===== src/rtl/spsram_access_ctrl_if.sv =====
// Request/response channel bundle for spsram_access_ctrl.
// master: the bus adapter side (issues requests, consumes read data).
// slave : the controller side.
interface spsram_access_ctrl_if #(
  parameter int ADDR_WIDTH = 21,
  parameter int DATA_WIDTH = 128
);
  localparam int BE_W = DATA_WIDTH / 8;

  logic                  req_vld;
  logic                  req_rdy;
  logic                  req_wr;
  logic [ADDR_WIDTH-1:0] req_addr;
  logic [DATA_WIDTH-1:0] req_wdata;
  logic [BE_W-1:0]       req_be;
  logic                  rsp_vld;
  logic                  rsp_rdy;
  logic [DATA_WIDTH-1:0] rsp_data;

  modport master (
    output req_vld, req_wr, req_addr, req_wdata, req_be, rsp_rdy,
    input  req_rdy, rsp_vld, rsp_data
  );

  modport slave (
    input  req_vld, req_wr, req_addr, req_wdata, req_be, rsp_rdy,
    output req_rdy, rsp_vld, rsp_data
  );
endinterface


===== src/rtl/spsram_access_ctrl.sv =====
// Single-port byte-lane SRAM initiator. Requests are turned into CEN/WEN
// strobes in the accept cycle; read data comes back through a credit-protected
// response FIFO so the consumer may stall without losing data.
// Optional feature macro: SPSRAM_CTRL_INIT_EN -- zero-fills the whole array
// after reset before any request is accepted.
module spsram_access_ctrl #(
  parameter int ADDR_WIDTH = 21,
  parameter int DATA_WIDTH = 128,
  parameter int RSP_DEPTH  = 2
) (
  input  logic                      CLK,
  input  logic                      RST,
  spsram_access_ctrl_if.slave       bus,
  output logic [ADDR_WIDTH-1:0]     sram_a,
  output logic                      sram_cen,
  output logic [DATA_WIDTH/8-1:0]   sram_wen,
  output logic [DATA_WIDTH-1:0]     sram_d,
  input  logic [DATA_WIDTH-1:0]     sram_q,
  output logic                      init_done
);
  localparam int BE_W  = DATA_WIDTH / 8;
  localparam int PTR_W = (RSP_DEPTH > 1) ? $clog2(RSP_DEPTH) : 1;
  localparam int CNT_W = PTR_W + 1;
  localparam logic [CNT_W:0] DEPTH_C = (CNT_W+1)'(RSP_DEPTH);

  logic                  run;
  logic                  acc_p0;
  logic                  rd_acc_p0;
  logic                  rd_vld_p1;
  logic                  pop;
  logic [CNT_W:0]        credit_used;
  logic [CNT_W-1:0]      fifo_cnt;
  logic [PTR_W-1:0]      wr_ptr;
  logic [PTR_W-1:0]      rd_ptr;
  logic [DATA_WIDTH-1:0] fifo_mem [RSP_DEPTH];

`ifdef SPSRAM_CTRL_INIT_EN
  typedef enum logic [1:0] {IDLE_RST, INIT, RUN} state_t;
  state_t                state;
  state_t                state_nxt;
  logic                  init_wr;
  logic [ADDR_WIDTH-1:0] init_addr;

  // State register for the post-reset zero-fill sequence.
  always_ff @(posedge CLK or posedge RST) begin
    if (RST) state <= IDLE_RST;
    else     state <= state_nxt;
  end

  // Zero-fill walks every address once; its wrap back to 0 ends INIT.
  always_ff @(posedge CLK or posedge RST) begin
    if (RST)                init_addr <= '0;
    else if (state == INIT) init_addr <= init_addr + 1'b1;
  end

  // Next-state: one idle cycle after reset, fill, then run forever.
  always_comb begin
    state_nxt = state;
    case (state)
      IDLE_RST: state_nxt = INIT;
      INIT:     if (&init_addr) state_nxt = RUN;
      RUN:      state_nxt = RUN;
      default:  state_nxt = IDLE_RST;
    endcase
  end

  // State outputs: fill strobes in INIT, traffic only in RUN.
  always_comb begin
    init_wr = (state == INIT);
    run     = (state == RUN);
  end
`else
  assign run = 1'b1;
`endif

  assign init_done = run;

  // ---- p0: request accept and SRAM strobes ----
  // Outstanding reads (FIFO + in flight) minus the entry leaving this edge
  // must stay below the FIFO depth, so a read can never overflow it.
  assign pop         = bus.rsp_vld & bus.rsp_rdy;
  assign credit_used = {1'b0, fifo_cnt} + (CNT_W+1)'(rd_vld_p1) - (CNT_W+1)'(pop);
  assign bus.req_rdy = ~RST & run & (bus.req_wr | (credit_used < DEPTH_C));
  assign acc_p0      = bus.req_vld & bus.req_rdy;
  assign rd_acc_p0   = acc_p0 & ~bus.req_wr;

  // Drive SRAM pins straight from the request in the accept cycle.
  always_comb begin
    sram_a   = bus.req_addr;
    sram_d   = bus.req_wdata;
    sram_cen = ~acc_p0;
    sram_wen = (acc_p0 & bus.req_wr) ? ~bus.req_be : {BE_W{1'b1}};
`ifdef SPSRAM_CTRL_INIT_EN
    if (init_wr) begin
      sram_a   = init_addr;
      sram_d   = '0;
      sram_cen = 1'b0;
      sram_wen = '0;
    end
`endif
  end

  // ---- p1: SRAM Q valid, push into response FIFO ----
  // In-flight flag: Q of a read accepted last edge is valid this cycle.
  always_ff @(posedge CLK or posedge RST) begin
    if (RST) rd_vld_p1 <= 1'b0;
    else     rd_vld_p1 <= rd_acc_p0;
  end

  // FIFO pointers and occupancy; power-of-two depth lets pointers wrap freely.
  always_ff @(posedge CLK or posedge RST) begin
    if (RST) begin
      wr_ptr   <= '0;
      rd_ptr   <= '0;
      fifo_cnt <= '0;
    end else begin
      if (rd_vld_p1) wr_ptr <= wr_ptr + 1'b1;
      if (pop)       rd_ptr <= rd_ptr + 1'b1;
      case ({rd_vld_p1, pop})
        2'b10:   fifo_cnt <= fifo_cnt + 1'b1;
        2'b01:   fifo_cnt <= fifo_cnt - 1'b1;
        default: fifo_cnt <= fifo_cnt;
      endcase
    end
  end

  // FIFO storage; contents are don't-care while the count says empty.
  always_ff @(posedge CLK) begin
    if (rd_vld_p1) fifo_mem[wr_ptr] <= sram_q;
  end

  // ---- p2: response presented from FIFO head ----
  assign bus.rsp_vld  = (fifo_cnt != '0);
  assign bus.rsp_data = fifo_mem[rd_ptr];
endmodule


===== src/flat_wrapper.sv =====
// flat-port wrapper written by rule: the top's interface ports become plain ports
module spsram_access_ctrl_flat 
#(
  parameter int ADDR_WIDTH = 21,
  parameter int DATA_WIDTH = 128,
  parameter int RSP_DEPTH  = 2
)
  (CLK, RST, sram_a, sram_cen, sram_wen, sram_d, sram_q, init_done, bus_req_vld, bus_req_wr, bus_req_addr, bus_req_wdata, bus_req_be, bus_rsp_rdy, bus_req_rdy, bus_rsp_vld, bus_rsp_data);
  spsram_access_ctrl_if #(.ADDR_WIDTH(ADDR_WIDTH), .DATA_WIDTH(DATA_WIDTH)) bus_i ();
  input  logic CLK;
  input  logic RST;
  output logic [ADDR_WIDTH-1:0] sram_a;
  output logic sram_cen;
  output logic [DATA_WIDTH/8-1:0] sram_wen;
  output logic [DATA_WIDTH-1:0] sram_d;
  input  logic [DATA_WIDTH-1:0] sram_q;
  output logic init_done;
  input wire logic [$bits(bus_i.req_vld)-1:0] bus_req_vld;
  input wire logic [$bits(bus_i.req_wr)-1:0] bus_req_wr;
  input wire logic [$bits(bus_i.req_addr)-1:0] bus_req_addr;
  input wire logic [$bits(bus_i.req_wdata)-1:0] bus_req_wdata;
  input wire logic [$bits(bus_i.req_be)-1:0] bus_req_be;
  input wire logic [$bits(bus_i.rsp_rdy)-1:0] bus_rsp_rdy;
  output wire logic [$bits(bus_i.req_rdy)-1:0] bus_req_rdy;
  output wire logic [$bits(bus_i.rsp_vld)-1:0] bus_rsp_vld;
  output wire logic [$bits(bus_i.rsp_data)-1:0] bus_rsp_data;
  assign bus_i.req_vld = bus_req_vld;
  assign bus_i.req_wr = bus_req_wr;
  assign bus_i.req_addr = bus_req_addr;
  assign bus_i.req_wdata = bus_req_wdata;
  assign bus_i.req_be = bus_req_be;
  assign bus_i.rsp_rdy = bus_rsp_rdy;
  assign bus_req_rdy = bus_i.req_rdy;
  assign bus_rsp_vld = bus_i.rsp_vld;
  assign bus_rsp_data = bus_i.rsp_data;
  spsram_access_ctrl #(.ADDR_WIDTH(ADDR_WIDTH), .DATA_WIDTH(DATA_WIDTH), .RSP_DEPTH(RSP_DEPTH)) u_core (.CLK(CLK), .RST(RST), .bus(bus_i), .sram_a(sram_a), .sram_cen(sram_cen), .sram_wen(sram_wen), .sram_d(sram_d), .sram_q(sram_q), .init_done(init_done));
endmodule

===== config.mk =====
export PLATFORM = sky130hd
export DESIGN_NAME = spsram_access_ctrl_flat
export DESIGN_NICKNAME = d
export VERILOG_FILES = /design/src/rtl/spsram_access_ctrl_if.sv /design/src/rtl/spsram_access_ctrl.sv /design/src/flat_wrapper.sv
export SDC_FILE = /design/constraint.sdc
export NUM_CORES = 1
export LEC_CHECK = 0
export BUFFER_PORTS_ARGS = -buffer_cell sky130_fd_sc_hd__buf_2
export CORE_AREA = 2 2 231 233
export DETAILED_ROUTE_END_ITERATION = 10
export DIE_AREA = 0 0 233 235
export GPL_TIMING_DRIVEN = 0
export SETUP_SLACK_MARGIN = 0.4
export SLEW_MARGIN = 20
export SYNTH_ARGS = -nofsm -noshare
export SYNTH_HDL_FRONTEND = slang
export SYNTH_SLANG_ARGS = --single-unit
export TNS_END_PERCENT = 50

===== constraint.sdc =====
create_clock -name CLK -period 6.6 [get_ports CLK]
set_input_delay 0.33 -clock CLK [delete_from_list [all_inputs] [get_ports CLK]]
set_output_delay 0.33 -clock CLK [all_outputs]
set_load 0.01 [all_outputs]

==> results.toml <==
[run_status]
status = "finished, final reports clean"

[detailed_routing]
vias = 7106
dr.pass1.iters = 4
wire_per_inst_um = 18.3
postRouteAntennaNets = 0
drt_iter0_drc = 275
vias_per_cell = 3.70
drc = 0
drt-total-wl_mm = 35.1

[synth]
synthArstFlopShare_pct = 1.92
ys_warn_count = 0
syn-instance-count = 597
synth_top_cells_by_count = "256 x edfxtp_1, 151 x buf_4, 128 x mux2_2"
ys_seq_area_share_pct = 72.4
yosys_most_used_dff = "edfxtp_1"
ys_types = 24
synth_seq_cells = 261
yosysMostFrequentCell = "edfxtp_1"
synth_top_area_share_pct = 71.2
syn_nets = 898
postSynthAreaPerCell_um2 = 18.1
syn_area_um2 = 10800
synth-edff-count = 256
synth_top_area_cell = "edfxtp_1"
synth_area_leaders = "edfxtp_1 71%, mux2_2 13%, buf_4 10%"

[global_route]
grt_use_met3_pct = 4.37
antenna_found_initial = 8
grtUsageMet2_pct = 24.4
grt_overflow = 0
grt_pass1_vias = 7432
grt_pass1_wl_mm = 48.1
grt_max_degree = 52
grtUsageTotal_pct = 12.2
met1_usage_pct = 11.2
grt_busiest_layer = "met2"

[clock_tree]
cts-root-buf = "clkbuf_16"
cts_tree = "done"
numCtsBuffers = 27
cts_resized = 0
cts_sinks = 261
htreeDepth = 1
clk_latency_ps = 540
postCtsSetupRepairBufs = 0
clk_path_buf_depth = 3
path_clk_slew_ps = 60

[hold_path]
min_path_cells = 2
hp-class = "primary input to flip-flop"
holdPathEnd = "u_core.rd_vld_p1"
hp-start = "bus_req_wr"

[timing]
finalMaxSlewViolations = 0
worstMarginPinSlew_ps = 575
period_share_pct = 46.6
relSlewSlack_pct = 61.7
fin_skew_ps = 13.8
whs_ps = 121
setup_viol = 0
setup_slack_ps = 3530
fmax_ghz = 0.325
fin_crit_ps = 3070
setup_tns_ps = 0
rsz0062_at_grt = "no"
finalHoldViolations = 0

[floorplan]
dieArea_um2 = 54800
core_um2 = 52200
die_h_um = 235
start_util_pct = 20.7
rows = 84
io_pins = 595
dieWidth_um = 233

[worst_setup_path]
critPathMaxFanout = 6
end_kind = "primary output"
startpoint_type = "flip-flop"
timing.rr.start = "u_core.rd_vld_p1"
critical_path_class = "flip-flop to primary output"
r2r_setup_slack_ps = 4390
reg2reg_depth = 7
cp.arrival_ps = 2740
timing.rr.end = "u_core.fifo_mem[0][79]"
worstPathRequired_ps = 6270

[cells_and_area]
drive_gt1_share_pct = 64.6
fin_util_pct = 31.1
syn_to_final_growth_pct = 50.3
nets = 1508

[placed_design]
portBuffers = 444
post-place-ws_ps = 4130
post-dp-hpwl_mm = 27.7
place_congestion = 0.771

[pwr]
ir_drop_mv = 0.225
design_power_total_mw = 5.01
p_leak_nw = 6.54
power_density_nw_per_um2 = 309

[flow_run]
max_cap_violations = 0
routing by layer:
metal	vias to the layer above	routed length [µm]
met5	-	13
met4	2	854
met3	49	3470
met2	373	19900
met1	3400	11000
li1	3282	-
layout make-up:
cell class | count | area (µm²)
clock inverter | 15 | 118
buffer | 166 | 1290
timing repair buffer | 581 | 3710
inverter | 4 | 15.0
clock buffer | 35 | 726
tap | 688 | 861
sequential | 261 | 7810
antenna | 3 | 7.51
multi-input combinational | 166 | 1690
fill | 5176 | 36000
repair_timing:
action / in CTS / in global routing
hold buffers: 129 / 0
hold endpoints to repair: 261 / 0
setup endpoints to repair: 0 / 0
metrics by stage:
stage               area (µm²)  std cells
floorplan                10800        597
global placement         13900       1729
detailed placement       14100       1737
CTS                      16200       1916
global route             16200       1919
finish                   16200       1919
worst max-delay path, cell delays in order, from the launching register on:
cell and delay [ps]:
dfrtp_1 460, o21a_1 230, ha_1 350, nand2b_1 180, fa_1 390, xnor2_1 280
a31o_2 200, buf_2 120
power by group:
part	total, mW	internal [mW]	switching (mW)
Combinational	1.58	0.778	0.799
Clock	1.44	0.818	0.623
Sequential	1.99	1.96	0.0386
cell families (layout without fill, tap and decap cells):
logic type,count (synthesis),in the layout,synth area share (%)
and+or+nand+nor,25,25,1.09
xor gates and xnor gates,5,5,0.406
adders and majority gates,3,3,0.417
muxes,128,128,13.4
AOI/OAI and AO/OA,4,4,0.255
other,1,4,0.0347
DFF,261,261,72.4
buffers and inverters,170,801,12.1
sequential cells by signal, indices dropped and copies added, names as in the netlist:
register          count
u_core.fifo_mem     256
u_core.rd_vld_p1      1
u_core.fifo_cnt       2
u_core.rd_ptr         1
u_core.wr_ptr         1
worst max path at each step:
stage	end	startpoint	slack, ps	cells after the start
6_report	bus_req_rdy	u_core.fifo_cnt[1]	3530	7
5_1_grt	bus_req_rdy	u_core.fifo_cnt[1]	3360	7
4_1_cts	bus_req_rdy	u_core.fifo_cnt[1]	3530	7
3_5_place_dp	bus_req_rdy	u_core.fifo_cnt[1]	4130	7
3_3_place_gp	u_core.fifo_mem[0][41]	u_core.rd_vld_p1	320	2
2_1_floorplan	u_core.fifo_mem[0][0]	u_core.wr_ptr	2410	1
placed cells by master, fill, tap and decap left out, drive strengths merged, types with 2 or more instances in the layout:
| cell type | count |
|---|---|
| buf | 618 |
| edfxtp | 256 |
| dlygate4sd3 | 129 |
| mux2 | 128 |
| clkbuf | 35 |
| nand2 | 17 |
| clkinv | 10 |
| dfrtp | 5 |
| inv | 5 |
| diode | 3 |
| xnor2 | 3 |
| clkinvlp | 3 |
| xor2 | 2 |
| nor2b | 2 |
| ha | 2 |
Note: power is estimated with default switching activity, not from simulation.
